==> config.mk <==
export PLATFORM = sky130hd
export DESIGN_NAME = mil1553_encoder
export DESIGN_NICKNAME = d
export VERILOG_FILES = /design/src/rtl/mil1553_pkg.sv /design/src/rtl/mil1553_half_bit_tick.sv /design/src/rtl/mil1553_encoder.sv
export SDC_FILE = /design/constraint.sdc
export NUM_CORES = 1
export LEC_CHECK = 0
export BUFFER_PORTS_ARGS = -buffer_cell sky130_fd_sc_hd__buf_2
export CORE_ASPECT_RATIO = 0.9
export CORE_MARGIN = 2
export CORE_UTILIZATION = 40
export DETAILED_ROUTE_END_ITERATION = 8
export GPL_ROUTABILITY_DRIVEN = 0
export PLACE_DENSITY_LB_ADDON = 0.15
export RECOVER_POWER = 50
export SYNTH_ARGS = -nofsm -noshare
export SYNTH_HDL_FRONTEND = slang
export SYNTH_SLANG_ARGS = --single-unit
==> constraint.sdc <==
create_clock -name clk -period 8.65 [get_ports clk]
set_input_delay 1.73 -clock clk [delete_from_list [all_inputs] [get_ports clk]]
set_output_delay 1.73 -clock clk [all_outputs]
set_load 0.01 [all_outputs]
==> src/rtl/mil1553_pkg.sv <==
// rtl/mil1553_pkg.sv - shared constants, state type and parity helper for the 1553 encoder
package mil1553_pkg;

  localparam logic SYNC_CMD  = 1'b1;
  localparam logic SYNC_DATA = 1'b0;

  localparam int SYNC_HALF_BITS = 6;
  localparam int DATA_HALF_BITS = 32;
  localparam int WORD_HALF_BITS = 40;

  typedef enum logic [1:0] {
    ST_IDLE,
    ST_SYNC,
    ST_DATA,
    ST_PARITY
  } state_e;

  function automatic logic odd_parity(input logic [15:0] data);
    return ~^data;
  endfunction

endpackage

==> src/rtl/mil1553_half_bit_tick.sv <==
// rtl/mil1553_half_bit_tick.sv - free-running half-bit counter with sync clear and strobes
// pre_tick_o fires one cycle ahead of tick_o so callers can register decisions for the last cycle.
module mil1553_half_bit_tick #(
  parameter int HALF_BIT_CNT = 50
) (
  input  logic clk,
  input  logic resetn,
  input  logic clr_i,
  output logic tick_o,
  output logic pre_tick_o
);

  localparam int CW  = (HALF_BIT_CNT > 1) ? $clog2(HALF_BIT_CNT) : 1;
  localparam int PRE = (HALF_BIT_CNT > 1) ? HALF_BIT_CNT - 2 : 0;

  logic [CW-1:0] cnt_q, cnt_d;

  assign tick_o     = (cnt_q == CW'(HALF_BIT_CNT - 1));
  assign pre_tick_o = (cnt_q == CW'(PRE));

  always_comb begin
    cnt_d = cnt_q + CW'(1);
    if (clr_i || tick_o) cnt_d = '0;
  end

  always_ff @(posedge clk or negedge resetn) begin
    if (!resetn) cnt_q <= '0;
    else         cnt_q <= cnt_d;
  end

endmodule

==> src/rtl/mil1553_encoder.sv <==
// rtl/mil1553_encoder.sv - MIL-STD-1553B Manchester II word transmitter driving the PMOD transceiver
// Optional MIL1553_PARITY_INJECT_EN adds s_bad_parity to force even parity for receiver testing.
module mil1553_encoder
  import mil1553_pkg::*;
#(
  parameter int CLOCK_SPEED  = 100000000,
  parameter int BIT_RATE     = 1000000,
  parameter int HALF_BIT_CNT = CLOCK_SPEED / (2 * BIT_RATE)
) (
  input  logic        clk,
  input  logic        resetn,
  input  logic [15:0] s_data,
  input  logic        s_cmd,
  input  logic        s_valid,
`ifdef MIL1553_PARITY_INJECT_EN
  input  logic        s_bad_parity,
`endif
  output logic        s_ready,
  output logic        tx_p,
  output logic        tx_n,
  output logic        tx_en,
  output logic        busy
);

  localparam logic [5:0] LAST_HB = 6'(WORD_HALF_BITS - 1);

  state_e      state_q, state_d;
  logic [5:0]  idx_q, idx_d;
  logic [15:0] data_q, data_d;
  logic        cmd_q, cmd_d;
  logic        par_q, par_d;
  logic        s_ready_q, s_ready_d;
  logic        busy_q, busy_d;
  logic        tx_en_q, tx_en_d;
  logic        tx_p_q, tx_p_d;
  logic        tx_n_q, tx_n_d;

  logic        tick, pre_tick, cnt_clr;
  logic        accept, new_par;

  mil1553_half_bit_tick #(
    .HALF_BIT_CNT(HALF_BIT_CNT)
  ) u_tick (
    .clk       (clk),
    .resetn    (resetn),
    .clr_i     (cnt_clr),
    .tick_o    (tick),
    .pre_tick_o(pre_tick)
  );

  function automatic state_e phase_of(input logic [5:0] h);
    if (h < 6'(SYNC_HALF_BITS))                       return ST_SYNC;
    else if (h < 6'(SYNC_HALF_BITS + DATA_HALF_BITS)) return ST_DATA;
    else                                              return ST_PARITY;
  endfunction

  // Line level for half-bit h: first half of a Manchester bit carries the bit value.
  function automatic logic half_bit_level(input logic [5:0] h, input logic cmd,
                                          input logic [15:0] data, input logic par);
    logic [4:0] d;
    logic       lvl;
    d = 5'(h - 6'(SYNC_HALF_BITS));
    case (phase_of(h))
      ST_SYNC: lvl = (cmd == SYNC_CMD) ? (h < 6'(SYNC_HALF_BITS / 2))
                                       : (h >= 6'(SYNC_HALF_BITS / 2));
      ST_DATA: lvl = data[4'd15 - d[4:1]] ^ d[0];
      default: lvl = par ^ h[0];
    endcase
    return lvl;
  endfunction

  assign accept = s_valid & s_ready_q;

`ifdef MIL1553_PARITY_INJECT_EN
  assign new_par = odd_parity(s_data) ^ s_bad_parity;
`else
  assign new_par = odd_parity(s_data);
`endif

  always_comb begin
    state_d   = state_q;
    idx_d     = idx_q;
    data_d    = data_q;
    cmd_d     = cmd_q;
    par_d     = par_q;
    s_ready_d = 1'b0;
    busy_d    = busy_q;
    tx_en_d   = tx_en_q;
    tx_p_d    = tx_p_q;
    cnt_clr   = 1'b0;

    unique case (state_q)
      ST_IDLE: begin
        s_ready_d = 1'b1;
        busy_d    = 1'b0;
        tx_en_d   = 1'b0;
        tx_p_d    = 1'b0;
        if (accept) begin
          data_d    = s_data;
          cmd_d     = s_cmd;
          par_d     = new_par;
          state_d   = ST_SYNC;
          idx_d     = '0;
          cnt_clr   = 1'b1;
          busy_d    = 1'b1;
          tx_en_d   = 1'b1;
          s_ready_d = 1'b0;
          tx_p_d    = half_bit_level(6'd0, s_cmd, s_data, new_par);
        end
      end
      default: begin
        // Ready is raised for exactly the final clock of the last half-bit.
        if (pre_tick && idx_q == LAST_HB) s_ready_d = 1'b1;
        if (tick) begin
          if (idx_q == LAST_HB) begin
            if (accept) begin
              data_d  = s_data;
              cmd_d   = s_cmd;
              par_d   = new_par;
              state_d = ST_SYNC;
              idx_d   = '0;
              tx_p_d  = half_bit_level(6'd0, s_cmd, s_data, new_par);
            end else begin
              state_d   = ST_IDLE;
              idx_d     = '0;
              busy_d    = 1'b0;
              tx_en_d   = 1'b0;
              tx_p_d    = 1'b0;
              s_ready_d = 1'b1;
            end
          end else begin
            idx_d   = idx_q + 6'd1;
            state_d = phase_of(idx_d);
            tx_p_d  = half_bit_level(idx_d, cmd_q, data_q, par_q);
          end
        end
      end
    endcase

    tx_n_d = tx_en_d & ~tx_p_d;
  end

  always_ff @(posedge clk or negedge resetn) begin
    if (!resetn) begin
      state_q   <= ST_IDLE;
      idx_q     <= '0;
      data_q    <= '0;
      cmd_q     <= SYNC_DATA;
      par_q     <= 1'b0;
      s_ready_q <= 1'b0;
      busy_q    <= 1'b0;
      tx_en_q   <= 1'b0;
      tx_p_q    <= 1'b0;
      tx_n_q    <= 1'b0;
    end else begin
      state_q   <= state_d;
      idx_q     <= idx_d;
      data_q    <= data_d;
      cmd_q     <= cmd_d;
      par_q     <= par_d;
      s_ready_q <= s_ready_d;
      busy_q    <= busy_d;
      tx_en_q   <= tx_en_d;
      tx_p_q    <= tx_p_d;
      tx_n_q    <= tx_n_d;
    end
  end

  assign s_ready = s_ready_q;
  assign busy    = busy_q;
  assign tx_en   = tx_en_q;
  assign tx_p    = tx_p_q;
  assign tx_n    = tx_n_q;

endmodule
==> results of run 1 <==
-- critical path, delay by kind of cell, from the launching register on --
kind                     cells  cell delay, ns
XOR/XNOR                     1            0.09
flip-flops                   1            0.60
AO/OA/AOI/OAI                2            0.51
multiplexers                 2            0.72
adder cells (fa/ha/maj)      2            0.99
buffers and inverters        2            0.22
-- layer usage --
layer | wire length (µm) | global-route usage [%] | vias to the layer above
li1 | - | - | 789
met1 | 2230 | 20.7 | 769
met2 | 1930 | 22.2 | 23
met3 | 108 | 2.63 | 4
met4 | 40 | 4.92 | 0
met5 | 0 | 0 | -
-- layout by cell type, fill, tap and decap left out, types with 2 or more instances in the layout --
cell and count:
sky130_fd_sc_hd__a21oi_1 11, sky130_fd_sc_hd__a31oi_1 2, sky130_fd_sc_hd__and2_1 3, sky130_fd_sc_hd__buf_2 22
sky130_fd_sc_hd__clkbuf_1 2, sky130_fd_sc_hd__clkbuf_8 6, sky130_fd_sc_hd__dfrtp_1 37, sky130_fd_sc_hd__ha_1 6
sky130_fd_sc_hd__inv_1 7, sky130_fd_sc_hd__mux2_1 10, sky130_fd_sc_hd__mux2_2 8, sky130_fd_sc_hd__mux2i_1 3
sky130_fd_sc_hd__mux4_1 2, sky130_fd_sc_hd__mux4_2 2, sky130_fd_sc_hd__nand2_1 14, sky130_fd_sc_hd__nand3_1 4
sky130_fd_sc_hd__nor2_1 16, sky130_fd_sc_hd__nor2b_1 3, sky130_fd_sc_hd__nor3b_1 3, sky130_fd_sc_hd__o21ai_0 8
sky130_fd_sc_hd__o21ai_1 3, sky130_fd_sc_hd__o31ai_1 3, sky130_fd_sc_hd__xnor2_1 21, sky130_fd_sc_hd__xor2_1 7
-- state kept, by name, indices dropped and copies added (netlist names) --
name	count
data_q	16
tx_en	1
idx_q	6
u_tick.cnt_q	6
s_ready	1
tx_p	1
tx_n	1
busy	1
cmd_q	1
par_q	1
state_q	2
-- worst paths after layout --
kind,cells after the start,to,start
setup / recovery,9,tx_n,idx_q[0]
min in group asynchronous,1,u_tick.cnt_q[4],resetn
hold reg to reg,1,data_q[9],data_q[9]
setup reg to reg,9,tx_n,idx_q[0]
hold / removal,1,data_q[9],data_q[9]
max in group asynchronous,1,idx_q[0],resetn
-- power breakdown --
part / total, W / internal (W) / switching [W]
clock network: 0.000158 / 0.0000938 / 0.0000638
registers: 0.000315 / 0.000249 / 0.0000655
logic: 0.000365 / 0.000196 / 0.000169
total: 0.000837 / 0.000539 / 0.000299
-- cell type report --
| type | count | area [µm²] |
|---|---|---|
| Clock inverter | 2 | 37.5 |
| Multi-Input combinational cell | 156 | 1250 |
| Inverter | 7 | 26.3 |
| Timing Repair Buffer | 24 | 118 |
| Sequential cell | 37 | 926 |
| Clock buffer | 6 | 82.6 |
| Fill cell | 525 | 2830 |
| Tap cell | 67 | 83.8 |
-- per-stage QoR --
stage | cell area [µm²] | util [%]
finish | 2520 | 47.2
CTS | 2520 | 47.2
global placement | 2400 | 45.0
global route | 2520 | 47.2
floorplan | 2260 | -
detailed placement | 2400 | 45.0
-- cells by family after synthesis --
group,synth area share (%)
simple gates,11.4
compound gates,13.1
flops,41.0
xor+xnor,12.8
mux,14.6
buf+inv,3.60
fa+ha+maj,3.33
==> impl_metrics.json, run 1 <==
{
  "run_status": "finished with violations",
  "violations": "capacitance limit, slew limit",
  "fin_tns_setup_ns": 0,
  "initial_antenna_violation_count": 0,
  "io_buffers": 24,
  "numClockSinks": 37,
  "cap_viol_max_count": 1,
  "cellLeakagePower_nw": 1.10,
  "finalClockSkew_ns": 0.00556,
  "worst_hold_margin_ns": 0.484,
  "cts_resized": 0,
  "detailedPlacementHpwl_um": 3100,
  "clk-insertion-delay-late_ns": 0.29,
  "syn_to_final_growth_pct": 11.8,
  "total_number_of_placement_rows": 25,
  "maxClockFrequency_mhz": 309,
  "path_cells": "inv_1, ha_1, inv_1, ha_1, mux4_2, mux2i_1, xnor2_1, a221o_1, o21ba_1",
  "report.power.total_w": 0.000837,
  "drc": 0,
  "crit_required_ns": 8.83,
  "floorplan.die.height_um": 75.2,
  "setup.worst_path.end_class": "flop",
  "initial_utilization_pct": 42.2,
  "timing_worst_slew_pin_value_ns": 2.00,
  "clock_tree.root_cell": "sky130_fd_sc_hd__clkbuf_8",
  "yosys.area.top_type": "sky130_fd_sc_hd__dfrtp_1",
  "post-route-min-period_ns": 3.24,
  "layout_setup_ws_ns": 5.41,
  "wl_per_cell_um": 14.4,
  "antenna_viol_nets_final": 0,
  "antenna_cells": 0,
  "cts_hold_buffers": 0,
  "synthArstFlopShare_pct": 100,
  "largest_net_degree_at_the_start_of_global_routing": 38,
  "syn-cell-area_mm2": 0.00226,
  "post_synth.cell_area_avg_um2": 10.8,
  "final_cells": 299,
  "timing.final.crit_share_pct": 37.4,
  "final_number_of_hold_violating_endpoints": 0,
  "first_global_vias": 1476,
  "critical-path-max-stage-delay_ns": 0.60,
  "route.detailed.vias_per_inst": 5.30,
  "synthMostInstantiatedCell": "sky130_fd_sc_hd__dfrtp_1",
  "startpoint_type": "flop",
  "syn-num-nets": 235,
  "numCtsBuffers": 5,
  "synthesized_flop_and_latch_total": 37,
  "worst-path-max-fanout": 12,
  "post_cts_setup_bufs": 0,
  "final_layout_size_suffix_gt1_share_pct": 19.8,
  "global_route.overflow_total": 0,
  "detailedRoute.firstIterationViolations": 102,
  "dp_worst_setup_slack_ns": 5.38,
  "dieArea_mm2": 0.00626,
  "rsz0062_at_grt": "no",
  "post_synth_num_cell_types": 52,
  "clock_tree_from_tritoncts": "done",
  "timing.setup.critical_path_class": "flop to flop",
  "totalWireLength_um": 4310,
  "normalized_max_slew_margin_pct": -33.5,
  "setup-violations-final": 0,
  "dr_total_vias": 1585,
  "htree_num_levels": 2,
  "cts-root-to-sink-buffers": 2,
  "post-place-cells": 291,
  "grt_first_pass_wirelength_um": 7180,
  "min-delay-path-class": "flop to flop",
  "pwr_density_cell_mw_per_mm2": 332,
  "synth_edf_count": 0,
  "dieWidth_um": 83.2,
  "ff2ff_setup_slack_ns": 5.41,
  "yosysSeqAreaShare_pct": 41.0,
  "synth_common_cells": "sky130_fd_sc_hd__dfrtp_1, sky130_fd_sc_hd__xnor2_1, sky130_fd_sc_hd__nor2_1",
  "ios": 25,
  "peakVddDrop_uv": 141,
  "clkSlewWorstSetupHoldPaths_ns": 0.08,
  "number_of_max_slew_violations_in_the_final_report": 38,
  "synth_warnings": 0,
  "number_of_instances_in_the_synthesized_netlist": 209,
  "synth_top_area_share_pct": 41.0,
  "synth.top_cells.by_area": "sky130_fd_sc_hd__dfrtp_1, sky130_fd_sc_hd__xnor2_1, sky130_fd_sc_hd__mux2_1",
  "core-area_mm2": 0.00535,
  "worst_path_max_delay_cell": "sky130_fd_sc_hd__dfrtp_1",
  "drtPass1Iterations": 5,
  "arrival_ns": 3.42,
  "overall_routing_resource_usage_pct": 14.4,
  "dominantRegCellSynth": "sky130_fd_sc_hd__dfrtp_1",
  "num-nets-final": 257
}
Note: power is estimated with default switching activity, not from simulation.
==> inputs of run 2 (changes only) <==
ABC_AREA = 1   (was default)
clock period = 2.7 ns   (was 8.65 ns; I/O delays follow)
==> impl_metrics.json, run 2 <==
{
  "timing_worst_slew_pin_value_ns": 1.99,
  "synth_compound_gate_area_share_pct": 7.77,
  "hold_path_end": "data_q[14]",
  "worst-path-max-fanout": 6,
  "htree_num_levels": 2,
  "synth_edf_count": 0,
  "detailedPlacementHpwl_um": 3100,
  "number_of_max_slew_violations_in_the_final_report": 38,
  "run_status": "finished with violations",
  "worstReg2RegStart": "idx_q[0]",
  "syn-cell-area_mm2": 0.00212,
  "sw_frac_of_total_pct": 24.3,
  "synthArstFlopShare_pct": 100,
  "largest_registers": "data_q (16), idx_q (6), u_tick.cnt_q (6)",
  "setup.worst_path.end_class": "flop",
  "grt_first_pass_wirelength_um": 7380,
  "synth-adder-area-share_pct": 3.53,
  "violations": "capacitance limit, slew limit",
  "dieWidth_um": 80.8,
  "clk-insertion-delay-late_ns": 0.29,
  "clock_tree.root_cell": "sky130_fd_sc_hd__clkbuf_8",
  "yosysSeqAreaShare_pct": 43.6,
  "cellLeakagePower_nw": 1.23,
  "top_register": "data_q",
  "largest_net_degree_at_the_start_of_global_routing": 38,
  "peakVddDrop_uv": 278,
  "cts-root-to-sink-buffers": 2,
  "synth_simple_gate_area_share_pct": 24.9,
  "final_cell_mix": "sky130_fd_sc_hd__nand2_1, sky130_fd_sc_hd__dfrtp_1, sky130_fd_sc_hd__inv_1",
  "timing.rr.end": "tx_n",
  "normalized_max_slew_margin_pct": -32.5,
  "rr_worst_depth": 18,
  "ios": 25,
  "clkSlewWorstSetupHoldPaths_ns": 0.08,
  "setup-violations-final": 0,
  "antenna_viol_nets_final": 0,
  "total_number_of_placement_rows": 25,
  "worst_path_max_delay_cell": "sky130_fd_sc_hd__dfrtp_2",
  "finalClockSkew_ns": 0.00599,
  "post_synth_num_cell_types": 28,
  "worst_hold_path.num_cells": 2,
  "drc": 0,
  "power_frac_seq_pct": 54.4,
  "global_route.overflow_total": 0,
  "synthesized_flop_and_latch_total": 37,
  "dieArea_mm2": 0.00591,
  "ff2ff_setup_slack_ns": 0.34,
  "placement.cell_area_mm2": 0.00232,
  "totalWireLength_um": 4140,
  "numClockSinks": 37,
  "rsz0062_at_grt": "no",
  "startpoint_type": "flop",
  "dr_total_vias": 1687,
  "layout_setup_ws_ns": 0.336,
  "drtPass1Iterations": 4,
  "dominant_combinational_cell_family_by_area_after_synthesis": "simple AND/OR/NAND/NOR gates",
  "clock_tree_from_tritoncts": "done",
  "io_buffers": 24,
  "internal_power_w": 0.000771,
  "final_area_mm2": 0.00241,
  "final_layout_size_suffix_gt1_share_pct": 17.7,
  "wl_per_cell_um": 11.6,
  "fin_tns_setup_ns": 0,
  "path_common_cell": "sky130_fd_sc_hd__nand2_1",
  "synth_warnings": 0,
  "detailedRoute.firstIterationViolations": 91,
  "crit_required_ns": 2.93,
  "largest_register_ffs": 16,
  "worst-path-buf-inv": 3,
  "fillers": 552,
  "arrival_ns": 2.59,
  "initial_utilization_pct": 40.9,
  "yosys.area.top_type": "sky130_fd_sc_hd__dfrtp_1",
  "initial_antenna_violation_count": 0,
  "min-delay-path-class": "input pin to flop",
  "synth_common_cells": "sky130_fd_sc_hd__nand2_1, sky130_fd_sc_hd__dfrtp_1, sky130_fd_sc_hd__inv_1",
  "synthXorXnorAreaFrac_pct": 7.42,
  "syn_to_final_growth_pct": 13.4,
  "worstSetupPathDepth": 18,
  "synthMostInstantiatedCell": "sky130_fd_sc_hd__nand2_1",
  "report.power.total_w": 0.00102,
  "route.detailed.vias_per_inst": 4.75,
  "maxClockFrequency_mhz": 423,
  "share_clk_of_total_power_pct": 37.7,
  "launching_element_of_the_worst_setup_path": "idx_q[0]",
  "post-route-min-period_ns": 2.36,
  "dominantRegCellSynth": "sky130_fd_sc_hd__dfrtp_1",
  "post_cts_setup_bufs": 0,
  "pwr_density_cell_mw_per_mm2": 422,
  "synth_top_area_share_pct": 43.6,
  "net-switching-power_w": 0.000247,
  "post_synth.cell_area_avg_um2": 8.23,
  "path_cells": "inv_1, ha_1, clkinv_1, ha_1, inv_1, nand2_1, nor2_1, nor2_1, nand3_1, nand3_1, nand2_1, nand2_1, nand2_1, nand2_1, nand3_1, nand2_1, nand2_1, a21oi_2",
  "cp_top_family": "simple AND/OR/NAND/NOR gates",
  "cap_viol_max_count": 1,
  "timing.final.crit_share_pct": 87.5,
  "synth.top_cells.by_area": "sky130_fd_sc_hd__dfrtp_1, sky130_fd_sc_hd__nand2_1, sky130_fd_sc_hd__inv_1",
  "floorplan.die.height_um": 73.1,
  "yosys-mux-area-fraction_pct": 5.30,
  "first_global_vias": 1642,
  "antenna_cells": 0,
  "overall_routing_resource_usage_pct": 16.2,
  "final_number_of_hold_violating_endpoints": 0,
  "worst_hold_margin_ns": 0.479,
  "dp_worst_setup_slack_ns": 0.253,
  "final_common_cell": "sky130_fd_sc_hd__nand2_1",
  "numCtsBuffers": 5,
  "core-area_mm2": 0.00519,
  "min_from": "s_data[14]",
  "share_comb_of_total_power_pct": 7.9,
  "timing.setup.critical_path_class": "flop to flop",
  "number_of_instances_in_the_synthesized_netlist": 258,
  "critical-path-max-stage-delay_ns": 0.42,
  "syn-num-nets": 284,
  "num-nets-final": 313
}
## run 2: changes by cell type in the layout (fill, tap and decap cells not counted), sizes merged, moves of 8 or more
cell	delta
nand2	+44
inv	+29
xnor2	-10
nand3	+19
nor2	+12
mux2	-8
## run 2: worst max path at each step
| stage | end | slack [ns] |
|---|---|---|
| after detailed placement | tx_n | 0.25 |
| after floorplan | tx_n | 0.42 |
| final | tx_n | 0.34 |
| after global placement | tx_n | 0.32 |
| after CTS | tx_n | 0.25 |
| after global routing | tx_n | 0.01 |
## run 2: layer usage
layer,routed length [µm],global-route usage [%],vias to the layer above
li1,-,-,882
met1,2230,22.6,784
met2,1750,24.2,16
met3,94,3.71,5
met4,61,6.78,0
met5,0,0,-
## run 2: stage by stage
| stage | instances | util [%] |
|---|---|---|
| finish | 355 | 46.4 |
| global route | 355 | 46.4 |
| CTS | 355 | 46.4 |
| detailed placement | 347 | 44.7 |
| global placement | 347 | 44.7 |
| floorplan | 258 | - |
## run 2: power by group through the flow
stage	clock network [W]	logic [W]	registers (W)
after global routing	0.000424	0.0000891	0.000554
after global placement	0	0.0000830	0.000565
after CTS	0.000403	0.0000835	0.000554
after floorplan	0	0.0000453	0.000565
after detailed placement	0	0.0000832	0.000565
final	0.000384	0.0000801	0.000554
## run 2: worst register-to-register path, cell delays in order (launching register included)
cell and delay, ns:
sky130_fd_sc_hd__dfrtp_2 0.42, sky130_fd_sc_hd__inv_1 0.10, sky130_fd_sc_hd__ha_1 0.33, sky130_fd_sc_hd__clkinv_1 0.09, sky130_fd_sc_hd__ha_1 0.37, sky130_fd_sc_hd__inv_1 0.11
sky130_fd_sc_hd__nand2_1 0.08, sky130_fd_sc_hd__nor2_1 0.04, sky130_fd_sc_hd__nor2_1 0.08, sky130_fd_sc_hd__nand3_1 0.08, sky130_fd_sc_hd__nand3_1 0.08, sky130_fd_sc_hd__nand2_1 0.06
sky130_fd_sc_hd__nand2_1 0.07, sky130_fd_sc_hd__nand2_1 0.05, sky130_fd_sc_hd__nand2_1 0.05, sky130_fd_sc_hd__nand3_1 0.06, sky130_fd_sc_hd__nand2_1 0.08, sky130_fd_sc_hd__nand2_1 0.06
sky130_fd_sc_hd__a21oi_2 0.11
## run 2: final cells by class
| class | instances | area (µm²) | share of cell area, % |
|---|---|---|---|
| Multi-Input combinational cell | 180 | 1040 | 43.2 |
| Sequential cell | 37 | 927 | 38.5 |
| Inverter | 37 | 139 | 5.77 |
| Timing Repair Buffer | 26 | 131 | 5.45 |
| Tap cell | 67 | 83.8 | 3.48 |
| Clock buffer | 5 | 68.8 | 2.86 |
| Clock inverter | 3 | 17.5 | 0.727 |
## run 2: repair_timing
action                                  4_1_cts  5_1_grt
gates resized for setup                       0        2
hold buffers                                  0        0
endpoints found under the setup margin        0        1
## run 2: kinds of logic after synthesis
group	after synthesis
compound gates	28
xor+xnor	18
fa+ha+maj	6
buf+inv	41
flops	37
mux	10
simple gates	118
==> inputs of run 3 (changes only) <==
MAX_ROUTING_LAYER = met4   (was default)
==> impl_metrics.json, run 3 (synthesized netlist as in run 2, its figures left out) <==
{
  "fillers": 552,
  "min-delay-path-class": "input pin to flop",
  "cts-root-to-sink-buffers": 2,
  "sw_frac_of_total_pct": 24.2,
  "number_of_max_slew_violations_in_the_final_report": 38,
  "largest_registers": "data_q (16), idx_q (6), u_tick.cnt_q (6)",
  "violations": "capacitance limit, slew limit",
  "cp_top_family": "simple AND/OR/NAND/NOR gates",
  "drtPass1Iterations": 4,
  "worst_hold_margin_ns": 0.479,
  "totalWireLength_um": 4130,
  "report.power.total_w": 0.00102,
  "worstReg2RegStart": "idx_q[0]",
  "path_cells": "inv_1, ha_1, clkinv_1, ha_1, inv_1, nand2_1, nor2_1, nor2_1, nand3_1, nand3_1, nand2_1, nand2_1, nand2_1, nand2_1, nand3_1, nand2_1, nand2_1, a21oi_2",
  "drc": 0,
  "dp_worst_setup_slack_ns": 0.253,
  "largest_net_degree_at_the_start_of_global_routing": 38,
  "antenna_viol_nets_final": 0,
  "total_number_of_placement_rows": 25,
  "worstSetupPathDepth": 18,
  "clock_tree_from_tritoncts": "done",
  "initial_antenna_violation_count": 0,
  "area_occupied_by_multi_input_gates_mm2": 0.00104,
  "initial_utilization_pct": 40.9,
  "numCtsBuffers": 5,
  "placement.cell_area_mm2": 0.00232,
  "ff2ff_setup_slack_ns": 0.34,
  "core-area_mm2": 0.00519,
  "ios": 25,
  "setup-violations-final": 0,
  "num-nets-final": 313,
  "final-seq-area_um2": 927,
  "cap_viol_max_count": 1,
  "layout_setup_ws_ns": 0.336,
  "detailedPlacementHpwl_um": 3100,
  "crit_required_ns": 2.93,
  "antenna_cells": 0,
  "io_buffers": 24,
  "critical-path-max-stage-delay_ns": 0.42,
  "dieWidth_um": 80.8,
  "grt_first_pass_wirelength_um": 7370,
  "worst-path-max-fanout": 6,
  "dr_total_vias": 1689,
  "internal_power_w": 0.000771,
  "share_comb_of_total_power_pct": 7.9,
  "pwr_density_cell_mw_per_mm2": 422,
  "normalized_max_slew_margin_pct": -32.5,
  "global_route.overflow_total": 0,
  "route.detailed.vias_per_inst": 4.76,
  "timing.setup.critical_path_class": "flop to flop",
  "crit_path_end": "tx_n",
  "worst-path-buf-inv": 3,
  "worst_path_max_delay_cell": "sky130_fd_sc_hd__dfrtp_2",
  "rsz0062_at_grt": "no",
  "htree_num_levels": 2,
  "net-switching-power_w": 0.000247,
  "startpoint_type": "flop",
  "clock_tree.root_cell": "sky130_fd_sc_hd__clkbuf_8",
  "floorplan.die.height_um": 73.1,
  "top_register": "data_q",
  "numClockSinks": 37,
  "power_frac_seq_pct": 54.4,
  "syn_to_final_growth_pct": 13.4,
  "setup.worst_path.end_class": "flop",
  "maxClockFrequency_mhz": 423,
  "clkSlewWorstSetupHoldPaths_ns": 0.08,
  "post-route-min-period_ns": 2.36,
  "rr_worst_depth": 18,
  "finalClockSkew_ns": 0.00595,
  "timing.rr.end": "tx_n",
  "dieArea_mm2": 0.00591,
  "final_area_mm2": 0.00241,
  "cellLeakagePower_nw": 1.23,
  "clk-insertion-delay-late_ns": 0.29,
  "arrival_ns": 2.59,
  "first_global_vias": 1643,
  "share_clk_of_total_power_pct": 37.7,
  "detailedRoute.firstIterationViolations": 92,
  "largest_register_ffs": 16,
  "overall_routing_resource_usage_pct": 16.7,
  "timing.final.crit_share_pct": 87.5,
  "worst_hold_path.num_cells": 2,
  "final_cell_mix": "sky130_fd_sc_hd__nand2_1, sky130_fd_sc_hd__dfrtp_1, sky130_fd_sc_hd__inv_1",
  "fin_tns_setup_ns": 0,
  "run_status": "finished with violations",
  "timing_worst_slew_pin_value_ns": 1.99,
  "wl_per_cell_um": 11.6,
  "launching_element_of_the_worst_setup_path": "idx_q[0]",
  "final_number_of_hold_violating_endpoints": 0,
  "final_common_cell": "sky130_fd_sc_hd__nand2_1",
  "peakVddDrop_uv": 278,
  "final_layout_size_suffix_gt1_share_pct": 17.7,
  "path_common_cell": "sky130_fd_sc_hd__nand2_1"
}
-- run 3: cell counts in the layout (fill, tap and decap cells not counted) --
Identical to the previous run, type by type.
-- run 3: area by class of cell --
type | count | area share, %
Sequential cell | 37 | 38.5
Clock inverter | 3 | 0.727
Timing Repair Buffer | 26 | 5.45
Tap cell | 67 | 3.48
Inverter | 37 | 5.77
Clock buffer | 5 | 2.86
Multi-Input combinational cell | 180 | 43.2
-- run 3: worst min-delay path by stage --
stage / start / end / slack, ns
6_report: s_data[14] / data_q[14] / 0.48
5_1_grt: s_data[12] / data_q[12] / 0.49
4_1_cts: resetn / data_q[4] / 0.38
3_5_place_dp: data_q[7] / data_q[7] / 0.48
3_3_place_gp: par_q / par_q / 0.47
2_1_floorplan: resetn / busy / 0.24
-- run 3: repair_timing --
item                                    in CTS  in global routing
hold buffers                                 0                  0
endpoints found under the setup margin       0                  1
buffers inserted                             0                  0
gates resized for setup                      0                  2
-- run 3: power by group through the flow --
stage	clock, W	combinational (W)	sequential, W
final	0.000384	0.0000801	0.000554
after global routing	0.000424	0.0000891	0.000554
after CTS	0.000403	0.0000835	0.000554
after detailed placement	0	0.0000832	0.000565
after global placement	0	0.0000830	0.000565
after floorplan	0	0.0000453	0.000565
-- run 3: metrics by stage --
step	instances	utilization, %
3_3_place_gp	347	44.7
4_1_cts	355	46.4
6_report	355	46.4
2_1_floorplan	258	-
5_1_grt	355	46.4
3_5_place_dp	347	44.7
-- run 3: worst reg2reg max path: cells and delay by family (launching register included) --
| family | cells | cell delay (ns) |
|---|---|---|
| simple gates | 12 | 0.79 |
| fa+ha+maj | 2 | 0.70 |
| flops | 1 | 0.42 |
| buf+inv | 3 | 0.30 |
| compound gates | 1 | 0.11 |
-- run 3: routing by layer --
layer / global-route usage (%) / vias up / share of wire (%)
li1: - / 882 / -
met1: 22.6 / 786 / 54
met2: 24.2 / 16 / 42
met3: 3.71 / 5 / 2.3
met4: 6.78 / 0 / 1.5
met5: - / - / 0
